<file path="config.mk">
export PLATFORM = sky130hd
export DESIGN_NAME = pc_psr_unit
export DESIGN_NICKNAME = d
export VERILOG_FILES = /design/src/rtl/pc_psr_unit_pkg.sv /design/src/rtl/pc_psr_unit_branch_cond.sv /design/src/rtl/pc_psr_unit.sv
export SDC_FILE = /design/constraint.sdc
export NUM_CORES = 1
export LEC_CHECK = 0
export BUFFER_PORTS_ARGS = -buffer_cell sky130_fd_sc_hd__buf_2
export CAP_MARGIN = 5
export CORE_ASPECT_RATIO = 0.6
export CORE_MARGIN = 2
export CORE_UTILIZATION = 50
export DETAILED_ROUTE_END_ITERATION = 10
export PLACE_DENSITY = 0.95
export SLEW_MARGIN = 40
export SYNTH_ARGS = -nofsm -noshare
export SYNTH_HDL_FRONTEND = slang
export SYNTH_SLANG_ARGS = --single-unit
</file>
<file path="constraint.sdc">
create_clock -name clock -period 5.01 [get_ports clock]
set_input_delay 0.501 -clock clock [delete_from_list [all_inputs] [get_ports clock]]
set_output_delay 0.501 -clock clock [all_outputs]
set_load 0.03 [all_outputs]
</file>
<file path="src/rtl/pc_psr_unit_pkg.sv">
// Shared constants for the PC/PSR unit: flag bit positions, opcode fields, condition codes.
package pc_psr_unit_pkg;

  localparam int FLAG_C = 0;
  localparam int FLAG_L = 1;
  localparam int FLAG_F = 2;
  localparam int FLAG_Z = 3;
  localparam int FLAG_N = 4;

  localparam logic [3:0] OP_BCOND  = 4'b1100;
  localparam logic [3:0] OP_EXT    = 4'b0100;
  localparam logic [3:0] EXT_JCOND = 4'b1100;

  typedef enum logic [3:0] {
    CC_EQ = 4'h0, CC_NE = 4'h1, CC_CS = 4'h2, CC_CC = 4'h3,
    CC_HI = 4'h4, CC_LS = 4'h5, CC_GT = 4'h6, CC_LE = 4'h7,
    CC_FS = 4'h8, CC_FC = 4'h9, CC_LO = 4'hA, CC_HS = 4'hB,
    CC_LT = 4'hC, CC_GE = 4'hD, CC_UC = 4'hE, CC_NC = 4'hF
  } cond_e;

  // Bcond, or the extended-opcode group with the Jcond sub-code.
  function automatic logic is_ctrl_xfer(input logic [15:0] instr);
    return (instr[15:12] == OP_BCOND) ||
           ((instr[15:12] == OP_EXT) && (instr[7:4] == EXT_JCOND));
  endfunction

endpackage

</file>
<file path="src/rtl/pc_psr_unit_branch_cond.sv">
// Combinational condition-code evaluator against the registered PSR flags.
module branch_cond
  import pc_psr_unit_pkg::*;
(
  input  logic [3:0] cond,
  input  logic [4:0] flags,
  output logic       taken
);

  logic n, z, f, l, c;

  assign n = flags[FLAG_N];
  assign z = flags[FLAG_Z];
  assign f = flags[FLAG_F];
  assign l = flags[FLAG_L];
  assign c = flags[FLAG_C];

  always_comb begin
    taken = 1'b0;
    case (cond_e'(cond))
      CC_EQ:   taken = z;
      CC_NE:   taken = !z;
      CC_CS:   taken = c;
      CC_CC:   taken = !c;
      CC_HI:   taken = l;
      CC_LS:   taken = !l;
      CC_GT:   taken = n;
      CC_LE:   taken = !n;
      CC_FS:   taken = f;
      CC_FC:   taken = !f;
      CC_LO:   taken = !l && !z;
      CC_HS:   taken = l || z;
      CC_LT:   taken = !n && !z;
      CC_GE:   taken = n || z;
      CC_UC:   taken = 1'b1;
      CC_NC:   taken = 1'b0;
      default: taken = 1'b0;
    endcase
  end

endmodule

</file>
<file path="src/rtl/pc_psr_unit.sv">
// Program counter and processor status register with conditional branch/jump.
// Optional feature macro PC_BRANCH_COUNT_EN adds a saturating 16-bit taken-branch counter.
module pc_psr_unit
  import pc_psr_unit_pkg::*;
#(
  parameter int               ADDR_W   = 16,
  parameter logic [ADDR_W-1:0] RESET_PC = '0
) (
  input  logic              clock,
  input  logic              reset,
  input  logic              pcEn,
  input  logic              pcIncOrSet,
  input  logic              psrEn,
  input  logic [15:0]       instruction,
  input  logic [4:0]        aluFlags,
  input  logic [ADDR_W-1:0] target,
  output logic [ADDR_W-1:0] pc,
  output logic [4:0]        psrFlags,
  output logic              branchTaken
`ifdef PC_BRANCH_COUNT_EN
  ,
  output logic [15:0]       branchCount
`endif
);

  logic ctrl_op;
  logic cond_true;
  logic take;
  logic unused_instr_bits;

  assign ctrl_op           = is_ctrl_xfer(instruction);
  assign unused_instr_bits = ^instruction[3:0];

  // Decision uses the registered PSR, so a same-edge PSR load cannot affect it.
  branch_cond u_cond (
    .cond  (instruction[11:8]),
    .flags (psrFlags),
    .taken (cond_true)
  );

  assign take = pcEn && pcIncOrSet && ctrl_op && cond_true;

  always_ff @(posedge clock or negedge reset) begin
    if (!reset) begin
      pc          <= RESET_PC;
      psrFlags    <= '0;
      branchTaken <= 1'b0;
    end else begin
      if (pcEn)
        pc <= take ? target : pc + ADDR_W'(1);
      // Control-transfer ops use the ALU for the address add; keep their flags out.
      if (psrEn && !ctrl_op)
        psrFlags <= aluFlags;
      branchTaken <= take;
    end
  end

`ifdef PC_BRANCH_COUNT_EN
  always_ff @(posedge clock or negedge reset) begin
    if (!reset)
      branchCount <= '0;
    else if (take && (branchCount != 16'hFFFF))
      branchCount <= branchCount + 16'd1;
  end
`endif

endmodule

</file>
* Word-level counts from Yosys, hierarchy flattened *
Index checks and enable logic that the tools add are counted.

word-level totals
  output and inout port bits = 22
  flip-flop bits (word level) = 22
  input port bits = 42
  word-level logic and storage cells = 41

operators by class
  reduce and logical (&&, ||, !) cells = 17
  muxes and demuxes = 2
  $add $sub $neg = 1
  eq/ne operators = 18

operators with widths
  operator                                        number
  == test 4 bit (second input constant)           10
  == test 4 x 3 -> 1 bit (second input constant)  5
  adder 16 x 1 -> 16 bit (second input constant)  1
  two-way mux 16 bit                              1
  one-hot mux 1 bit (16 select lines)             1
  == test 4 x 2 -> 1 bit (second input constant)  2
  logical AND 1 bit                               7
  logical NOT 1 bit                               6
  == test 4 x 1 -> 1 bit (second input constant)  1
  logical NOT 4 bit                               1
  logical OR 1 bit                                3

* Logic depth before layout (Yosys ltp) *
  depth after elaboration = 6
  gate-level depth with buffers = 9
  gate-level depth less buffers = 7

* Cells and area by module *
A second synthesis with hierarchy kept.

unflattened totals
  cell total of the unflattened synthesis = 156
  area, all modules = 1529.0 sq um

modules (own cells, without submodules)
  module       instances  area an instance (sq um)  cells an instance  seq. area each (sq um)
  pc_psr_unit  1          1345.0                    133                550.5
  branch_cond  1          183.9                     23                 0.0

* Least setup slack after synthesis *
OpenSTA, ideal clock, no wires.

  kind = register to register
  start = register psrFlags[1]
  end = register pc[4]
  required time = 4.884 ns
  clock period less this slack = 2.029 ns
  path buffers = 2
  library setup time = 0.126 ns
  slack = 2.981 ns
  stages on the path, launching flop included = 8
  arrival = 1.902 ns
  cells stage by stage = dfrtp_1 -> nand2b_4 -> a21oi_2 -> a2111oi_0 -> and4b_1 -> buf_6 -> buf_6 -> a311o_1

between the ends
  cells in the longest elaborated chain, start to end = 5
  elaborated cells between the ends (all ways) = 6
  those cells by class = mux: 2; reduce/logical: 4

RTL lines
  item                                   line                                                          source
  from (decl)                            pc_psr_unit.sv:18                                             output logic [4:0] psrFlags,
  from (signal assigned)                 pc_psr_unit.sv:53                                             psrFlags <= aluFlags;
  logical NOT 1 bit                      pc_psr_unit_branch_cond.sv:26, pc_psr_unit_branch_cond.sv:31
  logical AND 1 bit                      pc_psr_unit_branch_cond.sv:31                                 CC_LO: taken = !l && !z;
  one-hot mux 1 bit (16 select lines) *  pc_psr_unit_branch_cond.sv:20                                 case (cond_e'(cond))
  logical AND 1 bit *                    pc_psr_unit.sv:41                                             assign take = pcEn && pcIncOrSet && ctrl_op && cond_true;
  two-way mux 16 bit *                   pc_psr_unit.sv:50                                             pc <= take ? target : pc + ADDR_W'(1);
  to (signal assigned)                   pc_psr_unit.sv:50
  to (decl)                              pc_psr_unit.sv:17                                             output logic [ADDR_W-1:0] pc,

Every way passes the cells marked *; elsewhere a longest branch is shown, timed or not.
A chain may end at the register's enable or synchronous reset.

* Worst setup path after layout *
  start = input port pcEn
  end = register pc[11]

between the ends
  cells in the longest elaborated chain, start to end = 4

RTL lines
  item                            line               source
  from (decl)                     pc_psr_unit.sv:11  input logic pcEn,
  logical AND 1 bit (3 in a row)  pc_psr_unit.sv:41
  two-way mux 16 bit              pc_psr_unit.sv:50

Parallel ways exist; a longest one is shown, timed or not.

==> impl_metrics.json <==
{
  "clk_latency_ns": 0.26,
  "cpMaxStageDelayCell": "and4b_1",
  "drtPass1Iterations": 5,
  "vias_per_cell": 5.60,
  "crit_buf_inv": 2,
  "cts_htree_levels": 1,
  "worstSetupStartpointType": "input pin",
  "grt_busiest_layer": "met2",
  "die_w_um": 72.1,
  "slew_viol_final": 0,
  "synth_edf_count": 0,
  "die_y_um": 44.9,
  "crit_arrival_ns": 2.62,
  "setup_tns_ns": 0,
  "grt_pass1_wl_mm": 5.29,
  "diodes": 0,
  "p_per_area_nw_per_um2": 374,
  "cts-root-buf": "clkbuf_8",
  "drive_gt1_frac": 0.359,
  "setup_ws_ns": 2.50,
  "synth_area_leaders": "dfrtp_1 40%, mux2i_1 8.6%, a22oi_1 4.9%",
  "ios": 64,
  "synth-seq-cells": 22,
  "dp_slack_ns": 2.22,
  "regArea_um2": 551,
  "fin_cells": 238,
  "area_delta_synth_final_pct": 23.5,
  "syn_nets": 194,
  "grt_pass1_vias": 1199,
  "yosys_warnings": 0,
  "dp.cells": 235,
  "synth.most_common_cell": "dfrtp_1",
  "crit_fanout": 33,
  "cts_buffers": 3,
  "max_freq_mhz": 399,
  "nets": 251,
  "cts_tree": "built",
  "grtUsageMet1": 0.302,
  "track_usage": 0.209,
  "final_antenna_net_count": 0,
  "synth_cell_types": 37,
  "worst_slew_pin_slew_ns": 0.650,
  "finalHoldViolations": 0,
  "synth_top_cell_by_area": "dfrtp_1",
  "max_stage_delay_ns": 0.66,
  "start_util": 0.541,
  "synth_top_cell_area_share": 0.395,
  "core_area_um2": 2570,
  "grt_use_met3": 0.0580,
  "critical_path.cell_chain": "buf_2 -> nand2_1 -> a311oi_1 -> and4b_1 -> buf_4 -> mux2i_1 -> a22oi_1",
  "syn_inst": 151,
  "drt_iter0_markers": 81,
  "gr-total-overflow": 0,
  "multi_input_area_um2": 736,
  "synth_seq_area_share": 0.395,
  "p_leak_nw": 0.846,
  "cts_post_setup_buffers_inserted": 0,
  "synth.avg_cell_area_um2": 9.22,
  "clk_path_buf_depth": 2,
  "hold_class": "input pin to async pin",
  "cp_top_family": "simple AND/OR/NAND/NOR gates",
  "yosys-top-cells-count": "22 x dfrtp_1, 13 x inv_1, 13 x o21ai_0",
  "netlist_area_um2": 1390,
  "ir_drop_uv": 285,
  "grt_start_max_net_pins": 34,
  "cts_hold_buffers": 0,
  "antenna_found_initial": 0,
  "wl_per_cell_um": 13.2,
  "path_clk_slew_ns": 0.08,
  "dieArea_um2": 3240,
  "rsz0062_at_grt": "no",
  "clock_skew_ns": 0.00243,
  "path_class": "input pin to flop",
  "finalSetupViolations": 0,
  "wl_mm": 3.13,
  "period_minus_slack_ns": 2.51,
  "fin_crit_sh": 0.500,
  "placementRows": 14,
  "required_ns": 5.13,
  "synthArstFlopShare": 1.00,
  "drc": 0,
  "synth-main-ff-cell": "dfrtp_1",
  "postCtsResizedCells": 0,
  "maxSlewHeadroom": 0.566,
  "io_buffers": 59,
  "clock-sinks": 22,
  "dp_hpwl_mm": 2.40,
  "fill_cells": 215,
  "status": "completed",
  "vias": 1333,
  "gp_congestion": 0.793,
  "end_kind": "flop",
  "met2_usage": 0.314,
  "cap_viol_max_count": 0
}
## stage by stage
stage | cell area (µm²) | power (W) | hold slack (ns) | utilization
6_report | 1720 | 0.000643 | 0.188 | 0.668
5_1_grt | 1720 | 0.000685 | 0.226 | 0.668
4_1_cts | 1720 | 0.000646 | 0.204 | 0.668
3_5_place_dp | 1680 | 0.000537 | 0.489 | 0.652
3_3_place_gp | 1680 | 0.000528 | 0.490 | 0.652
2_1_floorplan | 1390 | 0.000447 | 0.205 | -
## layout make-up
cell class              count  share of cell area
inverters                  13              0.0284
well taps                  32              0.0233
clock buffers               3              0.0240
repair buffers             60               0.176
flip-flops and latches     22               0.320
multi-input cells         108               0.428
## sequential cells by signal, indices dropped and copies added (netlist names)
register,count
branchTaken,1
pc,16
psrFlags,5
## cell usage in the layout, fill, tap and decap left out, types with 2 or more instances in the layout
cell       n
buf_2     59
dfrtp_1   22
o21ai_0   13
inv_1     13
mux2i_1   12
nor2_1    12
nand2_1   12
a22oi_1    9
nand4_1    6
mux2_2     5
nand3_1    4
and3_1     4
a21oi_1    4
a311oi_1   3
xor2_1     3
clkbuf_8   3
o211ai_1   2
or3_1      2
## where the power goes
group          switching, W  leakage (nW)  internal, W  total [W]
Combinational      0.000170         0.563    0.0000923   0.000263
Clock             0.0000557        0.0216    0.0000537   0.000109
Sequential        0.0000514         0.261     0.000220   0.000271
Total              0.000278         0.846     0.000366   0.000643
## cell families after synthesis
group / count (synthesis) / synth area share
multiplexers: 17 / 0.127
adder cells (fa/ha/maj): 1 / 0.00898
AND/OR/NAND/NOR: 49 / 0.190
AO/OA/AOI/OAI: 38 / 0.183
buffers and inverters: 21 / 0.0764
flip-flops: 22 / 0.395
XOR/XNOR: 3 / 0.0189
## metal layers
metal  up-vias  wire length, µm
li1        656                -
met1       629             1560
met2        40             1340
met3         8              198
met4         0               40
met5         -                0
## path summary, 6_finish.rpt
check                            startpoint     endpoint  slack (ns)  cells after the start
worst max register to register  psrFlags[4]       pc[11]        2.64                      7
worst max-delay path                   pcEn       pc[11]        2.50                      7
max in group asynchronous             reset        pc[1]        4.49                      1
min in group clock               target[12]       pc[12]        0.44                      3
worst min-delay path                  reset  branchTaken        0.19                      1
worst min register to register  psrFlags[2]  psrFlags[2]        0.53                      1
Note: power is estimated with default switching activity, not from simulation.
